File: config.mk
export PLATFORM = sky130hd
export DESIGN_NAME = mux2_rr_arbiter
export DESIGN_NICKNAME = d
export VERILOG_FILES = /design/src/rtl/mux2_rr_arbiter_pkg.sv /design/src/rtl/mux2_rr_arbiter_mux.sv /design/src/rtl/mux2_rr_arbiter.sv
export SDC_FILE = /design/constraint.sdc
export NUM_CORES = 1
export LEC_CHECK = 0
export BUFFER_PORTS_ARGS = -buffer_cell sky130_fd_sc_hd__buf_2
export CORE_ASPECT_RATIO = 1.5
export CORE_MARGIN = 4
export CORE_UTILIZATION = 46
export CTS_BUF_LIST = sky130_fd_sc_hd__clkbuf_4
export CTS_CLUSTER_SIZE = 8
export DETAILED_ROUTE_END_ITERATION = 8
export PLACE_DENSITY_LB_ADDON = 0.05
export SLEW_MARGIN = 5
export SYNTH_ARGS = -nofsm -noshare
export SYNTH_HDL_FRONTEND = slang
export SYNTH_SLANG_ARGS = --single-unit
File: constraint.sdc
create_clock -name clk -period 2 [get_ports clk]
set_input_delay 0.1 -clock clk [delete_from_list [all_inputs] [get_ports clk]]
set_output_delay 0.1 -clock clk [all_outputs]
set_load 0.1 [all_outputs]
File: src/rtl/mux2_rr_arbiter_pkg.sv
// Shared types and helpers for the two-requester round-robin arbiter.
package mux2_rr_arbiter_pkg;

  localparam int DATA_W = 32;
  localparam int BURST  = 4;

  typedef enum logic [1:0] {
    IDLE = 2'd0,
    GNT0 = 2'd1,
    GNT1 = 2'd2
  } state_t;

  typedef struct packed {
    logic        src;
    logic [31:0] data;
  } beat_t;

  function automatic int cnt_w(input int mb);
    return $clog2(mb) + 1;
  endfunction

  // last names the most recent owner; a tie goes to the other one
  function automatic state_t pick(
    input logic v0,
    input logic v1,
    input logic last
  );
    state_t s;
    s = IDLE;
    unique case (1'b1)
      (v0 & v1):  s = last ? GNT0 : GNT1;
      (v0 & ~v1): s = GNT0;
      (~v0 & v1): s = GNT1;
      default:    s = IDLE;
    endcase
    return s;
  endfunction

endpackage

File: src/rtl/mux2_rr_arbiter_mux.sv
// Two-input datapath mux; sel=1 passes d1.
module twoto1mux #(
  parameter int n = 32
) (
  input  logic         sel,
  input  logic [n-1:0] d0,
  input  logic [n-1:0] d1,
  output logic [n-1:0] y
);

  assign y = sel ? d1 : d0;

endmodule

File: src/rtl/mux2_rr_arbiter.sv
// Round-robin, burst-limited arbiter sharing one registered
// output channel between two valid/ready requesters.
module mux2_rr_arbiter
  import mux2_rr_arbiter_pkg::*;
#(
  parameter int n         = DATA_W,
  parameter int MAX_BURST = BURST
) (
  input  logic         clk,
  input  logic         rst,
  input  logic         in0_valid,
  input  logic [n-1:0] in0_data,
  output logic         in0_ready,
  input  logic         in1_valid,
  input  logic [n-1:0] in1_data,
  output logic         in1_ready,
  output logic         out_valid,
  output logic [n-1:0] out_data,
  output logic         out_src,
  input  logic         out_ready
);

  localparam int CW = cnt_w(MAX_BURST);
  localparam logic [CW-1:0] LAST_BEAT = CW'(MAX_BURST - 1);

  state_t        state;
  state_t        st_nxt;
  logic          last;
  logic          last_nxt;
  logic [CW-1:0] beat_cnt;
  logic [CW-1:0] cnt_nxt;
  logic          owner;
  logic          load;
  logic          xfer;
  logic          own_valid;
  logic          rel;
  logic          enter;
  logic [n-1:0]  mux_y;

  twoto1mux #(.n(n)) u_mux (
    .sel (owner),
    .d0  (in0_data),
    .d1  (in1_data),
    .y   (mux_y)
  );

  assign owner     = (state == GNT1);
  assign load      = out_ready | ~out_valid;
  assign in0_ready = (state == GNT0) & load;
  assign in1_ready = (state == GNT1) & load;
  assign own_valid = owner ? in1_valid : in0_valid;
  assign xfer      = (in0_valid & in0_ready)
                   | (in1_valid & in1_ready);

  // a stalled output freezes the grant, so release needs load
  assign rel = load & ((xfer & (beat_cnt == LAST_BEAT))
                       | ~own_valid);

  always_comb begin
    st_nxt   = state;
    last_nxt = last;
    cnt_nxt  = beat_cnt;
    enter    = 1'b0;
    unique case (state)
      IDLE: begin
        st_nxt = pick(in0_valid, in1_valid, last);
        enter  = (st_nxt != IDLE);
      end
      GNT0, GNT1: begin
        if (rel) begin
          st_nxt = pick(in0_valid, in1_valid, owner);
          enter  = (st_nxt != IDLE);
        end else if (xfer) begin
          cnt_nxt = beat_cnt + 1'b1;
        end
      end
      default: st_nxt = IDLE;
    endcase
    if (enter) begin
      last_nxt = (st_nxt == GNT1);
      cnt_nxt  = '0;
    end
  end

  always_ff @(posedge clk) begin
    if (rst) begin
      state     <= IDLE;
      last      <= 1'b1;
      beat_cnt  <= '0;
      out_valid <= 1'b0;
      out_data  <= '0;
      out_src   <= 1'b0;
    end else begin
      state    <= st_nxt;
      last     <= last_nxt;
      beat_cnt <= cnt_nxt;
      if (load) begin
        out_valid <= xfer;
        if (xfer) begin
          out_data <= mux_y;
          out_src  <= owner;
        end
      end
    end
  end

endmodule

==> results of run 1 <==
==> metrics by stage <==
| step | utilization, % | total power (uW) | instances |
|---|---|---|---|
| 2_1_floorplan | - | 2110 | 208 |
| 3_3_place_gp | 62.9 | 2370 | 346 |
| 3_5_place_dp | 62.9 | 2380 | 346 |
| 4_1_cts | 64.2 | 2780 | 353 |
| 5_1_grt | 64.2 | 2910 | 353 |
| 6_report | 64.2 | 2740 | 353 |
==> cells in the final DEF (no fill, tap or decap) <==
cell type / Yosys / final
mux2i_1: 34 / 34
inv_1: 6 / 6
o211a_4: 1 / 1
nand4_1: 3 / 3
a21oi_1: 4 / 4
nand2_1: 3 / 3
o21ba_2: 1 / 1
nand3b_1: 1 / 1
nor2b_1: 3 / 3
a31oi_1: 2 / 2
ha_1: 6 / 5
o41ai_1: 1 / 1
and2_1: 3 / 3
ha_2: 0 / 1
o211ai_1: 5 / 5
clkinv_2: 0 / 1
a22oi_1: 1 / 1
o221ai_1: 1 / 1
nand2b_1: 2 / 2
o21ai_1: 3 / 3
nor2_1: 35 / 34
buf_4: 0 / 2
buf_2: 8 / 103
clkbuf_4: 0 / 6
or3_1: 2 / 2
dfxtp_1: 40 / 40
o21a_1: 1 / 1
nor2_4: 0 / 1
nand3_1: 1 / 1
a21bo_2: 1 / 1
buf_12: 0 / 3
a211oi_1: 33 / 33
==> how the worst max path moves through the flow <==
| stage | from | endpoint | slack [ns] | cells past startpoint |
|---|---|---|---|---|
| 2_1_floorplan | out_valid | beat_cnt[0] | 0.009 | 4 |
| 3_3_place_gp | state[1] | beat_cnt[0] | 0.22 | 6 |
| 3_5_place_dp | state[0] | beat_cnt[0] | 0.17 | 7 |
| 4_1_cts | state[1] | beat_cnt[0] | 0.15 | 6 |
| 5_1_grt | state[0] | beat_cnt[0] | 0.03 | 6 |
| 6_report | state[1] | beat_cnt[0] | 0.15 | 6 |
==> layer usage <==
layer	vias to the layer above	share of wire, %
met5	-	0
li1	963	-
met4	0	1.5
met1	789	41
met3	8	8.3
met2	66	49
==> worst max-delay path: stages, from the launching register on <==
cell and delay (ns):
dfxtp_1 0.40, inv_1 0.08, ha_1 0.35, inv_1 0.07, or3_1 0.42, or3_1 0.32, a21oi_1 0.15
==> area by class of cell <==
class	instances	area, sq um	area share, %
inverters	6	22.5	0.871
clock inverters	1	5.00	0.194
clock buffers	6	45.0	1.74
well taps	45	56.3	2.18
multi-input cells	147	1060	41.2
repair buffers	108	591	22.8
flip-flops and latches	40	801	31.0
==> flip-flops by register name, indices dropped and copies added (netlist names) <==
name	count
last	1
out_src	1
beat_cnt	3
out_data	32
state	2
out_valid	1
==> cell families (layout without fill, tap and decap cells) <==
kind of cell    after synthesis  after routing  synth area share (%)
simple gates                 53             53                  12.2
fa+ha+maj                     6              6                  3.86
flops                        40             40                  41.2
buf+inv                      21            121                  4.57
mux                          34             34                  17.5
compound gates               54             54                  20.7
==> Yosys cell counts <==
cell type	count
o21ai_1	3
o211a_4	1
or3_1	2
clkbuf_1	6
nand3b_1	1
a21oi_1	4
nand4_1	3
a31oi_1	2
o221ai_1	1
dfxtp_1	40
and2_1	3
nand2_1	3
inv_1	6
ha_1	6
o21ba_2	1
mux2i_1	34
buf_1	1
a21bo_2	1
o21a_1	1
nor2b_1	3
nor2_1	35
o41ai_1	1
nand2b_1	2
buf_2	8
nand3_1	1
o211ai_1	5
a211oi_1	33
a22oi_1	1
==> power groups by stage <==
stage	combinational [uW]	clock [uW]	sequential, uW
final	1400	388	955
after global placement	1400	0	972
after detailed placement	1410	0	974
after CTS	1410	409	957
after global routing	1490	451	972
after floorplan	461	0	1650
==> impl_metrics.toml, run 1 <==
[status]
status = "complete, no violations"

[routing]
firstDrtPassIters = 3
first_iter_violations = 72
wl_um = 4570
avgRoutedWirePerCell_um = 12.9
avgViaCountPerCell = 5.17
vias = 1826
ant_nets = 0
drcViolationCount = 0

[timing]
fmax_mhz = 540
worst_pin_slew_ns = 0.503
setup_ws_ns = 0.147
final_hold_viol_count = 0
period_minus_slack_ns = 1.85
fin_setup_tns_ns = 0
rsz0062_at_grt = "no"
skew_ns = 0.00808
timing.final.crit_share_pct = 92.6
max_slew_margin_pct = 66.7
hold_ws_ns = 0.0894
final-setup-viol-count = 0
maxSlewViolCount = 0

[power]
p_sw_uw = 1360
p_seq_share_pct = 34.8
p_leak_uw = 0.00114
pwr-share-comb_pct = 51.0
power_density_nw_per_um2 = 1060
p_int_uw = 1390
clkPwrFrac_pct = 14.1
swShare_pct = 49.4
ir_worst_vdd_uv = 713

[min_path]
hold-path-cell-count = 3
hold_class = "in -> reg"
hold_path_end = "out_data[20]"
min-delay-start = "in0_data[20]"

[logic_synthesis]
synth_area_leaders = "dfxtp_1, mux2i_1, a211oi_1"
syn_inst = 208
synth_seq_cells = 40
synth_area_per_cell_sq_um = 9.35
synth_area_sq_um = 1940
syn_nets = 283
synth_cell_types = 28
synth_top_area_cell = "dfxtp_1"
yosys.area.top_type_share_pct = 41.2
ys_warn_count = 0
ys_seq_area_share_pct = 41.2

[worst_setup_path]
cp-end-kind = "register"
crit_required_ns = 2.28
arrival_ns = 2.13
cp-start-kind = "register"
worst-r2r-cell-count = 6
worst-setup-path-type = "reg -> reg"
r2r_setup_slack_ns = 0.15
r2r-end = "beat_cnt[0]"
rr_startpoint = "state[1]"
cp_max_fo = 5

[layout]
fin_area_sq_um = 2580
syn_to_final_growth_pct = 32.9
fillers = 375
nets = 383
drive_gt1_share_pct = 39.0
antenna_cells = 0

[clock_network]
cts_root_buf = "clkbuf_4"
cts_buffers = 5
path_clk_slew_ns = 0.11
cts_resized = 0
cts_hold_buf = 0
cts.sink_count = 40
postCtsSetupBuffers = 0
cts_buffer_depth = 2
clk_latency_ns = 0.34
htree_levels = 2
cts_tree = "built"

[global_routing]
grt_max_degree = 45
grt.total_usage_pct = 18.3
grt_pass1_wl_um = 7600
use_met2_pct = 31.8
met3_usage_pct = 5.75
use_met1_pct = 20.6
grt_pass1_vias = 1786
top_usage_layer = "met2"
grt-ovfl-total = 0
grt_antenna_before_repair = 0

[floorplanning]
die_x_um = 61.1
initial_core_util_pct = 48.3
fp.dieH_um = 87.6
ios = 105
dieArea_sq_um = 5350
rows = 28
core_sq_um = 4030

[placement]
place_ws_ns = 0.174
io_buffers = 104
post_dp_cell_area_sq_um = 2530
place.gp.congestion = 0.771
dp_hpwl_um = 3540

[job]
maxCapViolCount = 0
Note: power is estimated with default switching activity, not from simulation.
==> run 2: changes to the inputs <==
--- a/config.mk
+++ b/config.mk
@@ -8,8 +8,7 @@
 export BUFFER_PORTS_ARGS = -buffer_cell sky130_fd_sc_hd__buf_2
 export CORE_ASPECT_RATIO = 1.5
 export CORE_MARGIN = 4
-export CORE_UTILIZATION = 46
-export CTS_BUF_LIST = sky130_fd_sc_hd__clkbuf_4
+export CORE_UTILIZATION = 44
 export CTS_CLUSTER_SIZE = 8
 export DETAILED_ROUTE_END_ITERATION = 8
 export PLACE_DENSITY_LB_ADDON = 0.05
==> run 2 against run 1 <==
Flip-flop and latch count is the same. Setup slack lost 0.036 ns. First-iteration DRC count shrank 24%. Power grew 6.2%. Cell area grew 1.6%. Combinational power is essentially flat. Via count grew 1.3%. Count of clock-buffer cells in the layout grew 1. Utilization shrank 2.3 points. Final cell count grew 0.85%. Critical endpoint unchanged. Largest power group unchanged.
==> impl_metrics.toml, run 2 (synthesized netlist as in run 1, its figures left out) <==
[worst_setup_path]
arrival_ns = 2.12
path_cells = "inv_1, ha_2, inv_1, or3_1, or3_1, a21oi_1"
cp-end-kind = "register"
crit_path_top_delay_cell = "or3_1"
worst-setup-path-type = "reg -> reg"
cp-start-kind = "register"
cpPeakStageDelay_ns = 0.43
cp_max_fo = 5
crit_required_ns = 2.23

[floorplanning]
ios = 105
fp.dieH_um = 89.4
die_x_um = 62.3
initial_core_util_pct = 45.8
rows = 29
dieArea_sq_um = 5570
core_sq_um = 4250

[routing]
avgViaCountPerCell = 5.19
wl_um = 4750
first_iter_violations = 55
drcViolationCount = 0
vias = 1849
avgRoutedWirePerCell_um = 13.3
ant_nets = 0
firstDrtPassIters = 2

[layout]
drive_gt1_share_pct = 39.4
register_area_sq_um = 801
largestRegisters = "out_data: 32 flops, beat_cnt: 3 flops, state: 2 flops"
nets = 384
multi_input_area_sq_um = 1070
fin_area_sq_um = 2630
final_cell_mix = "buf_2, dfxtp_1, mux2i_1, nor2_1, a211oi_1"
layout_commonest_cell = "buf_2"
antenna_cells = 0
largest_reg_flops = 32
fillers = 413
top_register = "out_data"
syn_to_final_growth_pct = 35.1

[power]
power_density_nw_per_um2 = 1110
ir_worst_vdd_uv = 698
p_leak_uw = 0.00115

[placement]
post_dp_cell_area_sq_um = 2530
place.gp.congestion = 0.817
place_ws_ns = 0.134
dp_hpwl_um = 3780
io_buffers = 104

[timing]
final-setup-viol-count = 0
max_slew_margin_pct = 65.3
rsz0062_at_grt = "no"
final_hold_viol_count = 0
skew_ns = 0.00421
fin_setup_tns_ns = 0
worst_pin_slew_ns = 0.524
setup_ws_ns = 0.112
period_minus_slack_ns = 1.89
maxSlewViolCount = 0
hold_ws_ns = 0.127
fmax_mhz = 530
timing.final.crit_share_pct = 94.4

[clock_network]
htree_levels = 2
cts_tree = "built"
cts_buffers = 5
cts_buffer_depth = 2
cts_root_buf = "clkbuf_8"
clk_latency_ns = 0.29
cts.sink_count = 40
postCtsSetupBuffers = 0
path_clk_slew_ns = 0.08

[status]
status = "complete, no violations"

[global_routing]
grt_antenna_before_repair = 0
grt_max_degree = 41
grt-ovfl-total = 0
grt.total_usage_pct = 17.5
grt_pass1_wl_um = 7910
grt_pass1_vias = 1831

[job]
maxCapViolCount = 0

[min_path]
hold_class = "in -> reg"
run 2: cell count changes in the layout (fill, tap and decap cells not counted), sizes merged:
cell / before / now
clkbuf: 6 / 8
clkinv: 1 / 0
clkinvlp: 0 / 1
run 2: worst paths after layout:
path	start	to	slack, ns	depth (start not counted)
setup / recovery	state[1]	beat_cnt[0]	0.11	6
hold / removal	in1_valid	state[1]	0.13	3
setup reg to reg	state[1]	beat_cnt[0]	0.11	6
hold reg to reg	out_data[16]	out_data[16]	0.50	2
run 2: worst max-delay path, delay by kind of cell, from the launching register on:
family | cells | cell delay (ns)
AOI/OAI and AO/OA | 1 | 0.14
adders and majority gates | 1 | 0.38
buffers and inverters | 2 | 0.15
DFF | 1 | 0.40
and+or+nand+nor | 2 | 0.76
run 2: repair_timing:
item	CTS	global route
endpoints found under the setup margin	0	2
resized for setup	0	2
hold buffers	0	0
run 2: power breakdown:
group	switching [uW]	leakage, uW	total, uW	internal, uW
clock network	272	0.0000445	553	280
logic	1060	0.000778	1400	340
registers	53.9	0.000327	957	903
run 2: metrics by stage:
step	std cells	util (%)	power, uW
3_5_place_dp	348	59.6	2390
4_1_cts	356	61.8	2950
2_1_floorplan	208	-	2110
3_3_place_gp	348	59.6	2370
6_report	356	61.9	2910
5_1_grt	356	61.9	3070
run 2: area by class of cell:
class                           count  share of cell area (%)
Tap cell                           46                    2.19
Inverter                            6                   0.857
Clock buffer                        7                    3.29
Sequential cell                    40                    30.5
Multi-Input combinational cell    147                    40.6
Timing Repair Buffer              109                    22.3
Clock inverter                      1                   0.286
run 2: per-layer routing:
layer	GRT usage (%)	wire length, um
met3	5.79	381
met4	8.11	114
met5	0	0
met1	18.6	1840
met2	31.3	2410
